$ cat src/rtl/branch_resolve_unit_pkg.sv
// Shared constants for the branch predictor / resolve pair: fall-through step
// and the MIPS opcode/funct encodings used by pre-decode.
package branch_resolve_unit_pkg;
  localparam int unsigned BRU_PC_STEP = 4;

  localparam logic [5:0] OP_SPECIAL = 6'b000000;
  localparam logic [5:0] OP_J       = 6'b000010;
  localparam logic [5:0] OP_JAL     = 6'b000011;
  localparam logic [5:0] OP_BEQ     = 6'b000100;
  localparam logic [5:0] OP_BNE     = 6'b000101;
  localparam logic [5:0] FN_JR      = 6'b001000;

  typedef struct packed {
    logic        vld;
    logic [31:0] pc;
    logic        sel;
    logic [31:0] pbjpc;
  } id_reg_t;

  function automatic logic is_bj(input logic [5:0] op, input logic [5:0] fn);
    return (op == OP_BEQ) || (op == OP_BNE) || (op == OP_J) || (op == OP_JAL) ||
           ((op == OP_SPECIAL) && (fn == FN_JR));
  endfunction
endpackage

$ cat src/rtl/branch_resolve_unit_sat_counter.sv
// Saturating up-counter for performance statistics.
module sat_counter #(
  parameter int CNT_W = 32
) (
  input  logic             clk,
  input  logic             rst,
  input  logic             inc,
  output logic [CNT_W-1:0] value
);
  always_ff @(posedge clk or posedge rst) begin
    if (rst)                      value <= '0;
    else if (inc && value != '1)  value <= value + 1'b1;
  end
endmodule

$ cat src/rtl/branch_resolve_unit.sv
// ID-stage branch resolution: checks the IF prediction against the real
// outcome, drives predictor/BTB updates and the fetch redirect.
module branch_resolve_unit
  import branch_resolve_unit_pkg::*;
#(
  parameter int          CNT_W   = 32,
  parameter int unsigned PC_STEP = BRU_PC_STEP
) (
  input  logic             clk,
  input  logic             rst_n,
  input  logic [31:0]      pc_if,
  input  logic             sel_bj_pc,
  input  logic [31:0]      pre_bjpc,
  input  logic             if_valid,
  input  logic             stall_id,
  input  logic             flush_ext,
  input  logic             id_is_branch,
  input  logic             id_is_jump,
  input  logic             id_cond_true,
  input  logic [31:0]      id_target,
  output logic [31:0]      pc_id,
  output logic             real_br_taken,
  output logic [31:0]      real_bjpc,
  output logic             ud_pdt,
  output logic             ud_BTB,
  output logic             redirect,
  output logic [31:0]      redirect_pc,
  output logic             flush_if,
  output logic [CNT_W-1:0] br_cnt,
  output logic [CNT_W-1:0] mis_cnt
);
  id_reg_t id_q;
  logic    act, taken, tgt_diff, mis;

  // rst_n is active-high despite its name
  always_ff @(posedge clk or posedge rst_n) begin
    if (rst_n)                     id_q <= '0;
    else if (flush_ext || flush_if) id_q.vld <= 1'b0;
    else if (!stall_id)            id_q <= '{vld: if_valid, pc: pc_if, sel: sel_bj_pc, pbjpc: pre_bjpc};
  end

  // stalls defer resolution so a held entry is acted on exactly once
  assign act      = id_q.vld & ~stall_id & ~flush_ext;
  assign taken    = id_is_jump | (id_is_branch & id_cond_true);
  assign tgt_diff = id_q.pbjpc != id_target;
  assign mis      = (taken != id_q.sel) | (taken & id_q.sel & tgt_diff);

  assign pc_id         = id_q.pc;
  assign real_br_taken = taken;
  assign real_bjpc     = id_target;
  assign ud_pdt        = act & id_is_branch;
  assign ud_BTB        = act & taken & (~id_q.sel | tgt_diff);
  assign redirect      = act & mis;
  assign flush_if      = redirect;
  assign redirect_pc   = taken ? id_target : id_q.pc + 32'(PC_STEP);

  sat_counter #(.CNT_W(CNT_W)) u_br_cnt (
    .clk(clk), .rst(rst_n), .inc(act & (id_is_branch | id_is_jump)), .value(br_cnt)
  );
  sat_counter #(.CNT_W(CNT_W)) u_mis_cnt (
    .clk(clk), .rst(rst_n), .inc(act & mis), .value(mis_cnt)
  );
endmodule

$ cat config.mk
export PLATFORM = sky130hd
export DESIGN_NAME = branch_resolve_unit
export DESIGN_NICKNAME = d
export VERILOG_FILES = /design/src/rtl/branch_resolve_unit_pkg.sv /design/src/rtl/branch_resolve_unit_sat_counter.sv /design/src/rtl/branch_resolve_unit.sv
export SDC_FILE = /design/constraint.sdc
export NUM_CORES = 1
export LEC_CHECK = 0
export ABC_AREA = 1
export CORE_UTILIZATION = 35
export CTS_CLUSTER_SIZE = 14
export DETAILED_ROUTE_END_ITERATION = 7
export PLACE_DENSITY = 0.64
export SKIP_LAST_GASP = 1
export SYNTH_ARGS = -nofsm -noshare
export SYNTH_HDL_FRONTEND = slang
export SYNTH_SLANG_ARGS = --single-unit
$ cat constraint.sdc
create_clock -name clk -period 5.33 [get_ports clk]
set_input_delay 1.066 -clock clk [delete_from_list [all_inputs] [get_ports clk]]
set_output_delay 1.066 -clock clk [all_outputs]
set_load 0.005 [all_outputs]
# Word-level counts from Yosys, hierarchy flattened
# Index checks and enable logic that the tools add are counted.
# W data, S select, Z words.
[totals] ff_bits=130 inputBits=105 out_inout_bits=165 word_cells=39
[classes] n_addsub=3 eq_ne=5 mux=3 bitwise=18 reduce_logical=4
[op_table] op="$mux W66" count=1
[op_table] op="$add A32 B1 Y32 const B" count=2
[op_table] op="$ne A32 B32 Y1 const B" count=2
[op_table] op="$add A32 B3 Y32 const B" count=1
[op_table] op="$mux W32" count=1
[op_table] op="$ne A32 B32 Y1" count=1
[op_table] op="$and A1 B1 Y1" count=10
[op_table] op="$not A1 Y1" count=4
[op_table] op="$or A1 B1 Y1" count=4
[op_table] op="$logic_and A1 B1 Y1" count=2
[op_table] op="$ne A2 B1 Y1 const B" count=1
[op_table] op="$reduce_and A2 Y1" count=1
[op_table] op="$logic_or A1 B1 Y1" count=1
[op_table] op="$mux W1" count=1
[op_table] op="$ne A1 B1 Y1" count=1

# Depth between registers and ports, before layout
# Gate-level depths: netlist (run 1).
[depth] ltp_word=9 depth_mapped=16 depth_no_buf=14

# By module
# From an unflattened synthesis (run 1), not the netlist that was laid out.
[unflattened] cells_unflattened=1370 area_unflattened_um2=9137.5
[by_module_without_submodules] mod="branch_resolve_unit" n_inst=1 cells_each=648 area_each_um2=4623.2 seq_area_each_um2=1651.6
[by_module_without_submodules] mod="sat_counter" n_inst=2 cells_each=361 area_each_um2=2257.2 seq_area_each_um2=800.8

# Worst setup path after synthesis (run 1)
# No wires, ideal clock.
[synth_timing] path_type="input -> output" from="input port id_is_branch" to="output port redirect" arrival_ns=2.750 required_time_ns=4.264 slack_ns=1.514 path_stages=10 n_path_buf=3 cell_sequence="a21oi_1 -> inv_1 -> clkbuf_1 -> ha_1 -> inv_1 -> nand2_2 -> nand2_2 -> buf_2 -> inv_1 -> buf_4"
[synth_between] elab_chain_len=6 word_cells_on_any_way=7 cone_classes="1 x eq/ne; 6 x bitwise"
[synth_lines] item="from (decl)" line="branch_resolve_unit.sv:17" source="input logic id_is_branch,"
[synth_lines] item="$and A1 B1 Y1 *" line="branch_resolve_unit.sv:44" source="assign taken = id_is_jump | (id_is_branch & id_cond_true);"
[synth_lines] item="$or A1 B1 Y1 *" line="branch_resolve_unit.sv:44"
[synth_lines] item="net real_br_taken" line="branch_resolve_unit.sv:22" source="output logic real_br_taken,"
[synth_lines] item="$and A1 B1 Y1 (2 in series)" line="branch_resolve_unit.sv:46" source="assign mis = (taken != id_q.sel) | (taken & id_q.sel & tgt_diff);"
[synth_lines] item="$or A1 B1 Y1 *" line="branch_resolve_unit.sv:46"
[synth_lines] item="$and A1 B1 Y1 *" line="branch_resolve_unit.sv:53" source="assign redirect = act & mis;"
[synth_lines] item="to (decl)" line="branch_resolve_unit.sv:26" source="output logic redirect,"
# The timed path passes the listed nets; every way through them passes the cells marked *.

# Final worst setup path (run 1)
[layout_timing] from="input port id_is_branch" to="output port redirect_pc[18]"
[layout_between] elab_chain_len=3
[layout_lines] item="$and A1 B1 Y1" line="branch_resolve_unit.sv:44"
[layout_lines] item="$or A1 B1 Y1" line="branch_resolve_unit.sv:44"
[layout_lines] item="$mux W32" line="branch_resolve_unit.sv:55" source="assign redirect_pc = taken ? id_target : id_q.pc + 32'(PC_STEP);"
[layout_lines] item="to (decl)" line="branch_resolve_unit.sv:27" source="output logic [31:0] redirect_pc,"
# Every way passes these cells.

==> results of run 1 <==
[power by group through the flow]
stage / Clock [mW] / Combinational [mW] / Sequential, mW
floorplan: 0 / 0.336 / 1.17
global placement: 0 / 0.613 / 1.20
detailed placement: 0 / 0.619 / 1.20
CTS: 1.20 / 0.623 / 1.19
global route: 1.24 / 0.682 / 1.20
finish: 1.17 / 0.613 / 1.19
[cells in the mapped netlist, types with 6 or more instances]
| cell | number | area, um^2 |
|---|---|---|
| inv_1 | 76 | 285 |
| xnor2_1 | 49 | 429 |
| nand4_1 | 48 | 300 |
| nand3_1 | 100 | 500 |
| nand2_2 | 8 | 50.1 |
| dfrtp_1 | 130 | 3250 |
| nand2_1 | 416 | 1560 |
| clkbuf_1 | 22 | 82.6 |
| xor2_1 | 49 | 429 |
| nor3_1 | 36 | 180 |
| nand3b_1 | 8 | 60.1 |
| o21ai_0 | 23 | 115 |
| buf_4 | 70 | 526 |
| nor2_2 | 6 | 37.5 |
| buf_6 | 6 | 67.6 |
| buf_2 | 6 | 30.0 |
| nor2_1 | 80 | 300 |
[cell families (layout without fill, tap and decap cells)]
group,after synthesis,count (layout),synth area share [%]
flops,130,130,38.5
fa+ha+maj,4,4,0.593
buf+inv,184,390,11.9
xor+xnor,98,98,10.2
simple gates,715,715,36.9
compound gates,31,31,1.93
[critical path, stage by stage]
cell and delay (ns):
clkdlybuf4s50_1 0.48, a21oi_4 0.25, inv_1 0.09, buf_4 0.28
a21oi_1 0.16, o21ai_0 0.19, o21ai_0 0.14, clkdlybuf4s50_1 0.53
[layer usage]
| metal | wire, um | global-route usage (%) |
|---|---|---|
| met1 | 11600 | 27.0 |
| met2 | 13100 | 38.4 |
| met3 | 1530 | 4.49 |
| met4 | 409 | 6.29 |
| met5 | 0 | 0 |
[per-stage QoR]
step | hold slack, ns | setup WS [ns]
after floorplan | 0.462 | 0.795
after global placement | 0.474 | 0.996
after detailed placement | 0.483 | 1.00
after CTS | 0.499 | 1.00
after global routing | 0.520 | 0.884
final | 0.495 | 1.06
[state kept, by name (all words and copies together) (netlist names)]
name / count
id_q: 34
pc_id: 32
u_br_cnt.value: 32
u_mis_cnt.value: 32
[layout make-up]
| type | instances | area, um^2 |
|---|---|---|
| clock buffer | 18 | 439 |
| clock inverter | 14 | 143 |
| fill | 2336 | 12000 |
| inverter | 79 | 302 |
| multi-input combinational | 848 | 4200 |
| sequential | 130 | 3250 |
| tap | 319 | 399 |
| timing repair buffer | 279 | 2770 |
[worst paths after layout]
kind | startpoint | endpoint | slack (ns)
max | id_is_branch | redirect_pc[18] | 1.06
min | id_q[30] | id_q[30] | 0.49
max reg2reg | id_q[15] | id_q[7] | 2.48
min reg2reg | id_q[30] | id_q[30] | 0.49
max in group asynchronous | rst_n | u_mis_cnt.value[10] | 3.07
min in group asynchronous | rst_n | u_mis_cnt.value[29] | 1.24
==> summary by stage, run 1 <==
Power and ir drop
The power per standard cell area is 258 nW/um^2. The switching part of the total power is 30.0%. The worst-case vdd ir drop is 0.000222 V. Summed over all nets, the switching power comes to 890 uW. The clock network accounts for 39.4% of the total power. The fraction of power consumed by sequential logic is approximately two fifths. Overall power consumption after layout is estimated at roughly 3.0 mW.

The analysis attributes to cell leakage a power of 5.28 nW. The part of the total power dissipated in combinational logic is between 20% and 30%. Cell internal power was estimated by the tool at between 2 and 2.5 mW.

Setup path
The worst register-to-register path has a depth of 14. The largest fanout of any net on the critical path is 40. The launching element type of the critical path is an input port.

At the worst endpoint, the required time is 4.26 ns. The critical path is of the input port to output port type. The sort of element at the end of the critical path is an output port. The arrival time at the worst endpoint is around 3.2 ns.

CTS
The number of sinks on the clock net is 130. The number of gates resized after CTS was 0. The number of buffers added to fix hold violations after cts is 0. The later pin in the worst-skew pair is clocked with a latency of 0.43 ns.

In this run the clock root is driven by a clkbuf_16. In this run the deepest clock path goes through 2 buffers. The clock buffer count from CTS is 17.

The H-tree was split into 4 levels. The post-CTS repair timing setup buffer count is 0. TritonCTS built the clock tree.

The clock-pin slew of the registers on the worst-case setup and hold paths is 0.06 ns.

Logic synthesis
The cell area after synthesis is roughly 8400 um^2. The sequential share of the synthesized area is 38.5%. For this run, the leading register cell type out of synthesis is dfrtp_1.

In this run, synthesis produced a sequential element count of 130. After technology mapping, the gate count stands at 1162. The number of synthesized flops with an enable pin is 0.

The average instance area after synthesis is ~7.3 um^2. The number of synthesis warnings is 0. The number of nets in the synthesized netlist is 1271. In the synthesized netlist the async set-or-reset flop fraction comes to 100%. The number of distinct library cells after synthesis is 33.

Drt
After detailed routing, the number of remaining DRC violations is 0. The detailed router finished its first iteration with 403 violations. The routed via count is 8096. In this run the remaining antenna-violating nets after routing total 0.

The per-cell via count in the routed design is 4.80. The number of detailed-routing iterations run before antenna repair is 4. For this block, the routed nets add up to 26.6 mm of wire.

Dividing the detail-routed wire length by the instance count gives 15.7 um.

Place
After detailed placement, the design holds a cell count of roughly 1700. The global placer's final weighted congestion is 0.876. The number of buffers added on ports is about 270.

The area after detailed placement is 10900 um^2. Once detailed placement completed, the half-perimeter wirelength came to around 19 mm.

Final layout
Of the cells placed in the final design, the portion with a size suffix greater than 1 is 5.12%. With fillers left out, the area of the finished cells amounts to 11500 um^2. The final layout contains 1464 nets. The repair_antennas step left the layout with diodes totalling 0. The core utilization of the finished layout is 48.9%. The non-filler instance count after layout is 1687. The commonest non-fill, non-tap cell in the layout is nand2_1. The signed area change from the synthesized netlist to the final layout is 36.3%. The library cells used most frequently in the layout, excluding fill and tap cells, are nand2_1 (415), clkdlybuf4s50_1 (269), dfrtp_1 (130).

Status
The run finished with clean final reports.

Timing
For the pin with the worst max-slew slack, the measured transition is between 1 and 1.5 ns. Timing would allow up to ~230 MHz. Of the available clock period, the critical path in the final layout requires 80.1%. The number of failing hold endpoints at the final stage is 0. The total negative slack for setup checks is 0 ns. The total setup violations reported at the end of the flow is 0. Setup repair after global routing left no endpoint under its margin.

The shortest clock period the worst path allows after layout is 4.27 ns. The headroom to the max-slew limit is 20.0%. The worst clock skew on the final layout is around 0.015 ns. The final number of max-transition violations is 0.

Global routing
Entering global routing, the biggest net connects 104 pins. The first-pass GRT wire length is 41.8 mm. The global routing usage summed across all routing layers is 21.9%. The initial antenna violation count was 0. The number of global-route vias before repair is between 7000 and 8000. Summed over all layers, the global routing overflow is 0.

Floorplanning
The die outline area is 24800 um^2. The horizontal extent of the die is 157 um. The starting density of the core is 35.9%. The number of top-level pins is 270. After floorplanning, the core was divided into 56 placement rows.

The floorplan step defined a core boundary enclosing 23500 um^2. The overall die height is 157 um.

Min path
The worst hold path belongs to the class flip-flop to flip-flop. The hold path depth is 2.

Run
Max-cap violations in this run came to 0.
Note: power is estimated with default switching activity, not from simulation.
==> run 2, diff against run 1 <==
Settings changed: PLACE_DENSITY 0.64 to 0.67.
Clock period 5.33 ns to 3.8 ns, I/O delays scaled along.
==> run 2 against run 1 <==
Register-to-register slack got worse by 1.4 ns. Clock skew decreased by 0.0068 ns. Sequential share of layout area decreased by 0.12 points. Critical path type is now flip-flop to output port.
==> summary by stage, run 2 (same netlist as run 1, synthesis figures left out) <==
Setup path
The slowest library cell on the worst path is clkdlybuf4s50_1. The delay of the slowest cell on the worst path is 0.54 ns. The critical path start-end classification is flip-flop to output port. The arrival time at the worst endpoint is 2.85 ns. Measured in cells, the most critical reg-to-reg path has a length of 14. The critical path's most frequent cell is nand2_2. The sort of element at the end of the critical path is an output port. The signal on the critical path passes through ha_2 -> nand2_2 -> nor3_4 -> nand2_2 -> nor2_4 -> nand3_2 -> nor2_2 -> nand2_1 -> or2_0 -> a21oi_1 -> clkdlybuf4s50_1. The worst setup path is launched from a flip-flop. The worst path required time is ~3.0 ns.

The largest fanout of any net on the critical path is 5.

Floorplanning
The overall die height is about 160 um. The row count is 56. The number of top-level pins is 270.

The starting density of the core is 35.9%. Measured along the x axis, the die boundary spans 157 um. The core box area is 23500 um^2. The die outline area is 24800 um^2.

Timing
In the finished design, the share of the clock period the worst path needs comes to 95.0%. The total setup violations reported at the end of the flow is 0. At the pin with the least slew margin, the transition time is between 0.7 and 0.8 ns. The shortest clock period the worst path allows after layout is 3.61 ns. Setup repair after global routing could not meet its margin everywhere. The headroom to the max-slew limit is 47.6%. Clock skew on the completed layout was measured at between 0.008 and 0.009 ns. The number of failing hold endpoints at the final stage is 0.

The peak clock frequency supported by timing is 277 MHz. After routing, the total negative slack on setup checks comes to 0 ns. The final number of max-transition violations came to 0.

Drt
The number of DRC markers after the initial detailed-route iteration is ~410. For this block, the routed nets add up to between 20 and 30 mm of wire. The per-cell via count in the routed design is 4.77. The detail route stage leaves a number of antenna-violating nets equal to 0. The final route contains 8070 vias. The number of detailed-routing iterations run before antenna repair is 7. For this run, design rule violations remaining after detail routing come to 0.

The mean routed wirelength per cell is between 15 and 20 um.

CTS
The root buffer cell chosen for the clock tree is clkbuf_16. The H-tree was split into 4 levels. The post-CTS repair timing setup buffer count is 0. The source-to-sink clock delay at the later pin of the worst-skew pair is 0.42 ns.

CTS saw 130 sinks. TritonCTS built the clock tree. Post-CTS repair changed the size of 0 cells.

Clock-pin slew was measured on the worst setup and hold paths at 0.06 ns. The number of buffers added to fix hold violations after cts is 0. The number of buffers on the longest clock path is 2. The clock buffer count from CTS is 17.

Final layout
Cells with a size suffix above 1 make up 5.83% of the layout. After routing the design area is 11600 um^2. 0 antenna diodes ended up in the layout. The register with the most flip-flops in the layout has 34 of them.

After filler insertion, the fill cell instance count of the layout stands at between 2000 and 2500. At the end of the flow, the number of nets in the layout was 1469. The commonest non-fill, non-tap cell in the layout is nand2_1.

The flip-flop and latch area is 3260 um^2. The signed area change from the synthesized netlist to the final layout is 37.0%. The multi-input combinational cells in the finished layout cover a total of 4200 um^2. The register with the most flip-flops in the final layout is id_q.

In the layout the commonest cells are nand2_1 (415), clkdlybuf4s50_1 (269), dfrtp_1 (127).

Power and ir drop
The clock network burns between 30 and 40% of the power. The worst-case vdd ir drop is 0.000250 V. The power per standard cell area is 362 nW/um^2.

The analysis attributes to net switching a power of 1.26 mW. The internal power of the cells totals 2.93 mW. The analysis attributes to cell leakage a power of between 5 and 6 nW. The fraction of power consumed by sequential logic is between 30% and 40%. The part of the total power dissipated in combinational logic is 20.8%. The switching part of the total power is 30.2%.

Global routing
In the global route stage, met3 resource usage came out at under 10%. Entering global routing, the biggest net connects 131 pins. Global routing consumed, over all layers together, 21.5% of the routing resources.

The first-pass GRT wire length is 41.1 mm. The global routing met2 resource utilization is 37.8%. For this run, global-route usage on met1 was measured as 26.0%.

After global routing, the most crowded layer is met2. The initial antenna violation count came to 0. The remaining global-route overflow is 0. The number of global-route vias before repair is 7695.

Min path
The path class of the tightest hold or removal check is flip-flop to flip-flop. The hold path depth is 2.

Run
The number of max-capacitance violations reported is 0.

Place
The number of buffers added on ports is between 200 and 300. The congestion estimate from routability-driven global placement came to 0.913. The area after detailed placement is 11000 um^2. Summed over all nets, the half-perimeter wirelength after detailed placement is 19.2 mm.

Status
The run finished with clean final reports.
-- run 2: metrics by stage --
stage / hold WS [ns] / util, % / instances / setup slack (ns) / total power [mW]
floorplan: 0.462 / - / 1162 / 0.596 / 2.12
finish: 0.493 / 49.1 / 1692 / 0.190 / 4.19
global placement: 0.474 / 46.6 / 1660 / 0.0858 / 2.55
CTS: 0.496 / 49.1 / 1692 / 0.0744 / 4.25
global route: 0.505 / 49.1 / 1692 / -0.0261 / 4.41
detailed placement: 0.480 / 46.6 / 1660 / 0.0341 / 2.56
-- run 2: metal layers --
layer / share of wire [%] / up-vias / wire [um]
li1: - / 4037 / -
met4: 0.85 / 0 / 225
met2: 49 / 252 / 13100
met5: 0 / - / 0
met3: 7.5 / 17 / 2000
met1: 42 / 3764 / 11300
-- run 2: power groups by stage --
| stage | sequential (mW) | clock (mW) | combinational [mW] |
|---|---|---|---|
| 2_1_floorplan | 1.65 | 0 | 0.471 |
| 3_3_place_gp | 1.68 | 0 | 0.867 |
| 3_5_place_dp | 1.69 | 0 | 0.877 |
| 4_1_cts | 1.66 | 1.70 | 0.882 |
| 5_1_grt | 1.68 | 1.77 | 0.963 |
| 6_report | 1.66 | 1.65 | 0.871 |
-- run 2: cell type report --
type,instances,share of cell area [%]
clock buffer,18,3.80
clock inverter,14,1.22
inverter,79,2.60
multi-input combinational,848,36.3
sequential,130,28.2
tap,319,3.45
timing repair buffer,284,24.5
-- run 2: worst paths after layout --
check / startpoint / to / slack (ns)
min reg2reg: id_q[24] / id_q[24] / 0.49
min: id_q[24] / id_q[24] / 0.49
min in group asynchronous: rst_n / u_mis_cnt.value[1] / 0.89
max in group asynchronous: rst_n / pc_id[5] / 2.28
max: pc_id[2] / redirect_pc[22] / 0.19
max reg2reg: id_q[29] / id_q[25] / 1.06
-- run 2: critical path, delay by kind of cell, from the launching register on --
kind	cells	cell delay [ns]
DFF	1	0.41
adders and majority gates	1	0.25
and+or+nand+nor	8	1.02
AOI/OAI and AO/OA	1	0.19
buffers and inverters	1	0.54
